## config.mk

```make
export PLATFORM = sky130hd
export DESIGN_NAME = rob_seq_ctrl
export DESIGN_NICKNAME = d
export VERILOG_FILES = /design/src/rtl/rob_seq_ctrl.sv
export SDC_FILE = /design/constraint.sdc
export NUM_CORES = 1
export LEC_CHECK = 0
export CORE_MARGIN = 2
export CORE_UTILIZATION = 30
export DETAILED_ROUTE_END_ITERATION = 8
export HOLD_SLACK_MARGIN = 0.12
export PLACE_DENSITY_LB_ADDON = 0.15
export SLEW_MARGIN = 25
export SYNTH_ARGS = -nofsm -noshare
export SYNTH_HDL_FRONTEND = slang
export SYNTH_SLANG_ARGS = --single-unit
```

## constraint.sdc

```tcl
create_clock -name clk -period 3.7 [get_ports clk]
set_input_delay 0.37 -clock clk [delete_from_list [all_inputs] [get_ports clk]]
set_output_delay 0.37 -clock clk [all_outputs]
set_load 0.01 [all_outputs]
```

## src/rtl/rob_seq_ctrl.sv

```systemverilog
// Sequencing controller for the 2-wide ROB: dispatch index allocation with full back-pressure,
// two-oldest commit selection with single-store serialisation, and flush/recovery sequencing.
module rob_seq_ctrl #(
    parameter int ROB_WIDTH      = 6,
    parameter int RECOVER_CYCLES = 2
) (
    input  logic                     clk,
    input  logic                     rst_n,
    input  logic                     flush_i,
    input  logic [1:0]               disp_req_i,
    output logic                     disp_ready_o,
    output logic [1:0]               disp_fire_o,
    output logic [2*ROB_WIDTH-1:0]   disp_idx_o,
    input  logic [1:0]               cmt_valid_i,
    input  logic [1:0]               cmt_w_mem_i,
    input  logic [1:0]               cmt_exc_i,
    input  logic                     sb_ready_i,
    output logic [1:0]               commit_req_o,
    output logic                     flush_req_o,
    output logic [ROB_WIDTH:0]       rob_cnt_o
);

    localparam int DEPTH = 1 << ROB_WIDTH;
    localparam int RC_W  = $clog2(RECOVER_CYCLES + 1);

    typedef enum logic [1:0] {
        S_RUN      = 2'd0,
        S_REDIRECT = 2'd1,
        S_RECOVER  = 2'd2
    } state_t;

    state_t                 state_q, state_d;
    logic [ROB_WIDTH-1:0]   head_q, head_d;
    logic [ROB_WIDTH:0]     cnt_q, cnt_d;
    logic [RC_W-1:0]        rc_q, rc_d;

    logic                   c0, c1;
    logic                   commit_ok;
    logic [ROB_WIDTH:0]     fire_cnt, cmt_cnt;

    // Handshake: a dispatch slot transfers on a cycle where disp_req_i[n] and disp_ready_o are
    // both high (disp_fire_o[n]); ready never depends on req, and is granted to both slots or neither.
    assign disp_ready_o = (state_q == S_RUN) && (cnt_q <= (ROB_WIDTH+1)'(DEPTH - 2)) && !flush_i;
    assign disp_fire_o  = disp_req_i & {2{disp_ready_o}};
    assign disp_idx_o   = {head_q + ROB_WIDTH'(1), head_q};

    // Slot1 may follow slot0 only when neither excepts and at most one of them is a store.
    assign c0 = cmt_valid_i[0] & (~cmt_w_mem_i[0] | sb_ready_i);
    assign c1 = c0 & ~cmt_exc_i[0] & cmt_valid_i[1] & ~cmt_exc_i[1]
              & ~(cmt_w_mem_i[0] & cmt_w_mem_i[1]) & (~cmt_w_mem_i[1] | sb_ready_i);

    assign commit_ok    = (state_q == S_RUN) && !flush_i;
    assign commit_req_o = {c1, c0} & {2{commit_ok}};

    assign fire_cnt = (ROB_WIDTH+1)'(disp_fire_o[0]) + (ROB_WIDTH+1)'(disp_fire_o[1]);
    assign cmt_cnt  = (ROB_WIDTH+1)'(commit_req_o[0]) + (ROB_WIDTH+1)'(commit_req_o[1]);

    assign flush_req_o = (state_q == S_REDIRECT);
    assign rob_cnt_o   = cnt_q;

    always_comb begin
        state_d = state_q;
        head_d  = head_q + fire_cnt[ROB_WIDTH-1:0];
        cnt_d   = cnt_q + fire_cnt - cmt_cnt;
        rc_d    = rc_q;
        if (flush_i) begin
            state_d = S_RECOVER;
            head_d  = '0;
            cnt_d   = '0;
            rc_d    = RC_W'(RECOVER_CYCLES);
        end else begin
            case (state_q)
                S_RUN: begin
                    if (commit_req_o[0] && cmt_exc_i[0]) state_d = S_REDIRECT;
                end
                S_REDIRECT: begin
                    state_d = S_REDIRECT;
                end
                S_RECOVER: begin
                    if (rc_q <= RC_W'(1)) state_d = S_RUN;
                    if (rc_q != '0) rc_d = rc_q - RC_W'(1);
                end
                default: state_d = S_RUN;
            endcase
        end
    end

    always_ff @(posedge clk) begin
        if (!rst_n) begin
            state_q <= S_RUN;
            head_q  <= '0;
            cnt_q   <= '0;
            rc_q    <= '0;
        end else begin
            state_q <= state_d;
            head_q  <= head_d;
            cnt_q   <= cnt_d;
            rc_q    <= rc_d;
        end
    end

endmodule

```

## Yosys cells after proc, flatten, opt, wreduce, memory -nomap -nowiden

Index checks and enable logic that the tools add are counted.

| cells by class | value |
|---|---|
| add/sub/neg operators | 7 |
| multiplexer cells | 7 |
| reduce and logical (&&, ||, !) cells | 14 |
| order comparisons | 2 |
| equality and inequality tests | 6 |
| bitwise gates (word level) | 17 |

Operator list:

| cell | number |
|---|---|
| 2-bit 2-to-1 mux | 6 |
| 2-bit AND reduction | 4 |
| 7-bit by 2-bit adder with 7-bit output | 1 |
| 1-bit AND | 7 |
| 7-bit by 6-bit less-or-equal comparator with 1-bit output, second input constant | 1 |
| 7-bit by 2-bit subtractor with 7-bit output | 1 |
| 6-bit by 1-bit adder with 6-bit output, second input constant | 1 |
| 6-bit by 2-bit adder with 6-bit output | 1 |
| 1-bit NOT | 6 |
| 2-bit one-hot mux with 3 select lines | 1 |
| 2-bit nonzero test | 3 |
| 1-bit by 1-bit adder with 2-bit output | 2 |
| 2-bit AND | 2 |
| 1-bit logical AND | 4 |
| 3-bit by 2-bit inequality test with 1-bit output, second input constant | 1 |
| 3-bit inequality test, second input constant | 1 |
| 2-bit by 1-bit equality test with 1-bit output, second input constant | 1 |
| 2-bit equality test, second input constant | 1 |
| 2-bit by 1-bit less-or-equal comparator with 1-bit output, second input constant | 1 |
| 2-bit zero test | 1 |
| 2-bit by 1-bit inequality test with 1-bit output, second input constant | 1 |
| 2-bit inequality test, second input constant | 1 |
| 1-bit OR | 2 |
| 2-bit OR reduction | 1 |
| other kinds (2) | 2 |

| word-level totals | value |
|---|---|
| word-level logic and storage cells | 59 |
| bits in registers | 17 |

## Logic depth before layout (Yosys ltp)

| logic depth | value |
|---|---|
| depth after elaboration | 13 |
| depth in mapped cells | 15 |

## Worst setup path after synthesis

Ideal clock, no wire load.

| path | value |
|---|---|
| path type | input to register |
| start | in flush_i |
| end | reg cnt_q[6] (netlist: rob_cnt_o[6]) |
| stages on the path | 11 |
| arrival time | 3.308 ns |
| data required time | 3.560 ns |
| path slack | 0.252 ns |
| cells stage by stage | or3_4 > a211oi_4 > nand3_1 > fa_1 > fa_1 > ha_1 > fa_1 > a211oi_1 > nor2_1 > mux2i_1 > o311ai_0 |

| on the way | value |
|---|---|
| elaborated cells on any way between the ends | 10 |
| classes of those cells | add/sub (4); bitwise (2); reduce/logical (4) |

RTL lines:

| element | RTL line | RTL |
|---|---|---|
| start: declaration | 9 | `input logic flush_i,` |
| 1-bit zero test | 52 | `assign commit_ok = (state_q == S_RUN) && !flush_i;` |
| 1-bit logical AND | 52 |  |
| 2-bit AND | 53 | `assign commit_req_o = {c1, c0} & {2{commit_ok}};` |
| via commit_req_o[0] | 18 | `output logic [1:0] commit_req_o,` |
| 1-bit by 1-bit adder with 2-bit output | 56 | `assign cmt_cnt = (ROB_WIDTH+1)'(commit_req_o[0]) + (ROB_WIDTH+1)'(commit_req_o[1]);` |
| 7-bit by 2-bit subtractor with 7-bit output | 64 | `cnt_d = cnt_q + fire_cnt - cmt_cnt;` |
| end signal: assignment | 97 | `cnt_q <= cnt_d;` |
| end: declaration | 34 | `logic [ROB_WIDTH:0] cnt_q, cnt_d;` |

The timed path passes the listed nets, and every way through them passes these cells.
A chain may end at the register's enable or synchronous reset.

## Worst setup path after layout

| path | value |
|---|---|
| start | in flush_i |
| end | reg cnt_q[6] (netlist: rob_cnt_o[6]) |

| on the way | value |
|---|---|
| longest elaborated chain between the ends | 6 |
| elaborated cells on any way between the ends | 10 |
| classes of those cells | add/sub (4); bitwise (2); reduce/logical (4) |

Ends and longest elaborated chain:

| element | RTL line | RTL |
|---|---|---|
| 1-bit zero test | 43, 52 |  |
| 1-bit logical AND | 43 | `assign disp_ready_o = (state_q == S_RUN) && (cnt_q <= (ROB_WIDTH+1)'(DEPTH - 2)) && !flush_i;` |
| 2-bit AND | 44 | `assign disp_fire_o = disp_req_i & {2{disp_ready_o}};` |
| 1-bit by 1-bit adder with 2-bit output | 55 | `assign fire_cnt = (ROB_WIDTH+1)'(disp_fire_o[0]) + (ROB_WIDTH+1)'(disp_fire_o[1]);` |
| 7-bit by 2-bit adder with 7-bit output | 64 |  |
| 7-bit by 2-bit subtractor with 7-bit output | 64 |  |

Parallel ways exist; a longest one is shown, timed or not.

==> flow_results.org <==
** Critical path
- Data arrival time of the critical path :: 3620 ps
- The worst setup path is launched from a primary input.
- Biggest fanout along the worst timing path :: 3
- Critical path data required time :: 3810 ps
- CP Capture Type :: flop
- The worst setup path is of the in -> reg kind.

** Global route
- The number of global-route vias before repair was 966.
- Global routing usage summed across all routing layers :: 12.3%
- The initial antenna violation count is 0.
- Pin count of the biggest net entering global routing :: 23
- The first global-routing pass estimated 4210 µm of wire.
- Global routing finished with a remaining overflow of 0.

** STA
- Minimum hold slack :: approximately 480 ps
- Measured against its own limit, the worst slew margin works out to a little over two fifths.
- Post-layout min period :: 3510 ps
- The final critical path takes up 94.9% of the cycle.
- Number of endpoints failing setup at the final stage :: 0
- Setup slack closes at between 150 and 200 ps.
- The max-slew violation count came to 0.
- At the pin with the least slew margin, the transition time is 865 ps.
- For the final routed database, the setup TNS stands at 0 ps.
- Static timing analysis puts the maximum clock frequency at 0.285 GHz.
- Setup repair after global routing left no endpoint under its margin.
- Final Hold Violating Endpoints :: 0
- Across the routed clock network, the largest skew measured is 2.21 ps.

** Place
- Once placement completed, the tool counted placed cells totaling 223.
- Port buffering added 36 buffers.
- Timing analysis after detailed placement gives a worst setup slack of -211 ps.
- In this run the cell area measured after placement is around 1600 µm².
- Post-detail-place hpwl :: 2100 µm
- The congestion estimate from routability-driven global placement came to 0.718.

** Clock network
- Clock-pin slew was measured on the worst setup and hold paths at 70 ps.
- Maximum buffer depth of the clock tree :: 2
- Once the clock tree was built, the setup fixing pass inserted 0 buffers.
- The clock reaches the later pin of the worst-skew pair after around 250 ps.
- After clock tree synthesis, the repair step resized 0 gates.
- Root Driver :: sky130_fd_sc_hd__clkbuf_8
- CTS tree :: built
- In this run the number of H-tree levels came out at 1.
- In this run, CTS created clock tree buffers numbering 3.
- CTS saw 17 sinks.
- For this design, the CTS-stage hold fixing added 0 buffers.

** Power and ir drop
- Across the VDD grid, the largest voltage drop is ~170 µV.
- For this design the static power due to leakage is 0.707 nW.
- Power consumption :: 568 µW
- Power density over cell area :: between 300 and 400 nW/µm²

** Synth
- The number of nets in the synthesized netlist is 167.
- The share of the Yosys chip area taken by registers is 28.5%.
- By area the synthesized netlist is led by sky130_fd_sc_hd__dfxtp_1, sky130_fd_sc_hd__ha_1, sky130_fd_sc_hd__inv_1.
- Each instance of the synthesized netlist takes up on average between 8 and 9 µm².
- The cell area that synthesis handed to floorplanning was approximately 1200 µm².
- After synthesis, the largest area contributor takes up roughly 28% of total cell area.
- In this run, synthesis produced a sequential element count of 17.
- Counting every instance in the synthesized netlist gives 136.
- Synth cell types :: 31
- Yosys warnings :: 0
- Leading area contributor after synthesis :: sky130_fd_sc_hd__dfxtp_1

** Final layout
- Non-filler instance count after layout :: 227
- Of the cells placed in the final design, the portion with a size suffix greater than 1 is 8.94%.
- Cell area after layout :: between 1500 and 2000 µm²
- Final standard cell utilization of the core :: 45.6%
- The library cell used most frequently in the layout, excluding fill and tap cells, is sky130_fd_sc_hd__clkdlybuf4s50_1.
- Most used cells in the layout excluding fill and tap cells :: sky130_fd_sc_hd__clkdlybuf4s50_1, sky130_fd_sc_hd__inv_1, sky130_fd_sc_hd__dfxtp_1
- The net count of the finished layout is 211.
- Compared with the post-synthesis result, the final layout area differs by 42.8%.
- The repair_antennas step left the layout with diodes totalling 0.

** Drt
- Final ANT Viol Nets :: 0
- Post-detailed-route wirelength per cell :: 11.5 µm
- Mean number of vias per cell :: 4.74
- For this run, the detailed router's first-pass iteration total came to 4.
- For this block, the initial DRC count from the detailed router was 15.
- For this run, design rule violations remaining after detail routing come to 0.
- Total number of vias :: roughly 1.1k
- Wires add up to about 2600 µm.

** Die
- Full die area :: roughly 4500 µm²
- The floorplan step set the die width to 67.1 µm.
- Starting utilization of the core area :: 31.9%
- In this run the core area contains 22 standard-cell rows.
- Number of top-level design ports :: 37
- Chip height :: about 67 µm
- The region available for standard cell placement spans about 3700 µm².

** Run
- Across the run, the number of max-cap violations was 0.

** Hold path
- Hold Path Class :: reg -> reg

** Outcome
- Status :: finished, final reports clean
==> power breakdown <==
group          total, mW  switching (mW)  leakage (nW)  internal [mW]
sequential         0.216          0.0176         0.139          0.199
combinational      0.211          0.0968         0.546          0.114
clock              0.140          0.0639        0.0228         0.0764
==> state kept, by name, indices dropped and copies added, names as in the netlist <==
| name | cells |
|---|---|
| state_q | 2 |
| rob_cnt_o | 7 |
| head_q | 6 |
| rc_q | 2 |
==> critical path, cell delays in order <==
cell and delay, ps:
sky130_fd_sc_hd__clkdlybuf4s50_1 420, sky130_fd_sc_hd__or3_4 390, sky130_fd_sc_hd__a211oi_4 260, sky130_fd_sc_hd__nand3_2 120
sky130_fd_sc_hd__fa_1 530, sky130_fd_sc_hd__fa_1 420, sky130_fd_sc_hd__ha_2 200, sky130_fd_sc_hd__fa_2 360
sky130_fd_sc_hd__a211oi_2 210, sky130_fd_sc_hd__nor2_1 90, sky130_fd_sc_hd__mux2i_1 140, sky130_fd_sc_hd__o311ai_1 110
==> final timing paths <==
| check | depth (start not counted) | start | end | slack, ps |
|---|---|---|---|---|
| max | 12 | flush_i | rob_cnt_o[6] | 190 |
| min | 1 | state_q[1] | state_q[0] | 480 |
| max reg2reg | 11 | state_q[1] | rob_cnt_o[6] | 390 |
| min reg2reg | 1 | state_q[1] | state_q[0] | 480 |
==> kinds of logic (layout without fill, tap and decap cells) <==
| family | Yosys count | in the layout | synth area share [%] |
|---|---|---|---|
| compound gates | 21 | 21 | 12.7 |
| xor+xnor | 8 | 8 | 5.86 |
| fa+ha+maj | 19 | 19 | 22.4 |
| buf+inv | 26 | 69 | 8.38 |
| flops | 17 | 17 | 28.5 |
| mux | 3 | 3 | 2.51 |
| simple gates | 42 | 42 | 19.7 |
==> routing by layer <==
| layer | share of wire [%] | GRT usage, % | vias up |
|---|---|---|---|
| met3 | 5.3 | 1.18 | 2 |
| met4 | 1.0 | 6.12 | 0 |
| met5 | 0 | 0 | - |
| met1 | 42 | 14.7 | 501 |
| li1 | - | - | 542 |
| met2 | 51 | 21.9 | 30 |
==> cell usage after synthesis <==
cell type,number
sky130_fd_sc_hd__clkbuf_1,1
sky130_fd_sc_hd__xnor2_1,4
sky130_fd_sc_hd__ha_1,15
sky130_fd_sc_hd__a31oi_1,1
sky130_fd_sc_hd__nor2b_1,1
sky130_fd_sc_hd__and2b_2,1
sky130_fd_sc_hd__a21oi_1,4
sky130_fd_sc_hd__nor3b_1,4
sky130_fd_sc_hd__a211oi_4,1
sky130_fd_sc_hd__nand2_1,2
sky130_fd_sc_hd__a211oi_1,4
sky130_fd_sc_hd__and2_1,2
sky130_fd_sc_hd__fa_1,4
sky130_fd_sc_hd__a21o_1,3
sky130_fd_sc_hd__or3_4,1
sky130_fd_sc_hd__nor2_1,14
sky130_fd_sc_hd__nor4b_1,4
sky130_fd_sc_hd__mux2i_1,3
sky130_fd_sc_hd__nand3_1,4
sky130_fd_sc_hd__nor3_1,5
sky130_fd_sc_hd__nand2b_1,1
sky130_fd_sc_hd__o21a_1,2
sky130_fd_sc_hd__dfxtp_1,17
sky130_fd_sc_hd__xor2_1,4
sky130_fd_sc_hd__nand4_1,1
sky130_fd_sc_hd__buf_2,2
sky130_fd_sc_hd__or3_1,1
sky130_fd_sc_hd__or2b_1,1
sky130_fd_sc_hd__o21ai_0,4
sky130_fd_sc_hd__o311ai_0,2
sky130_fd_sc_hd__inv_1,23
==> layout make-up <==
type                       instances  area [µm²]
clock buffer                       4        45.0
fill                             385        2040
inverter                          23        86.3
multi-input combinational         93         769
sequential                        17         340
tap                               48        60.1
timing repair buffer              42         405
Note: power is estimated with default switching activity, not from simulation.
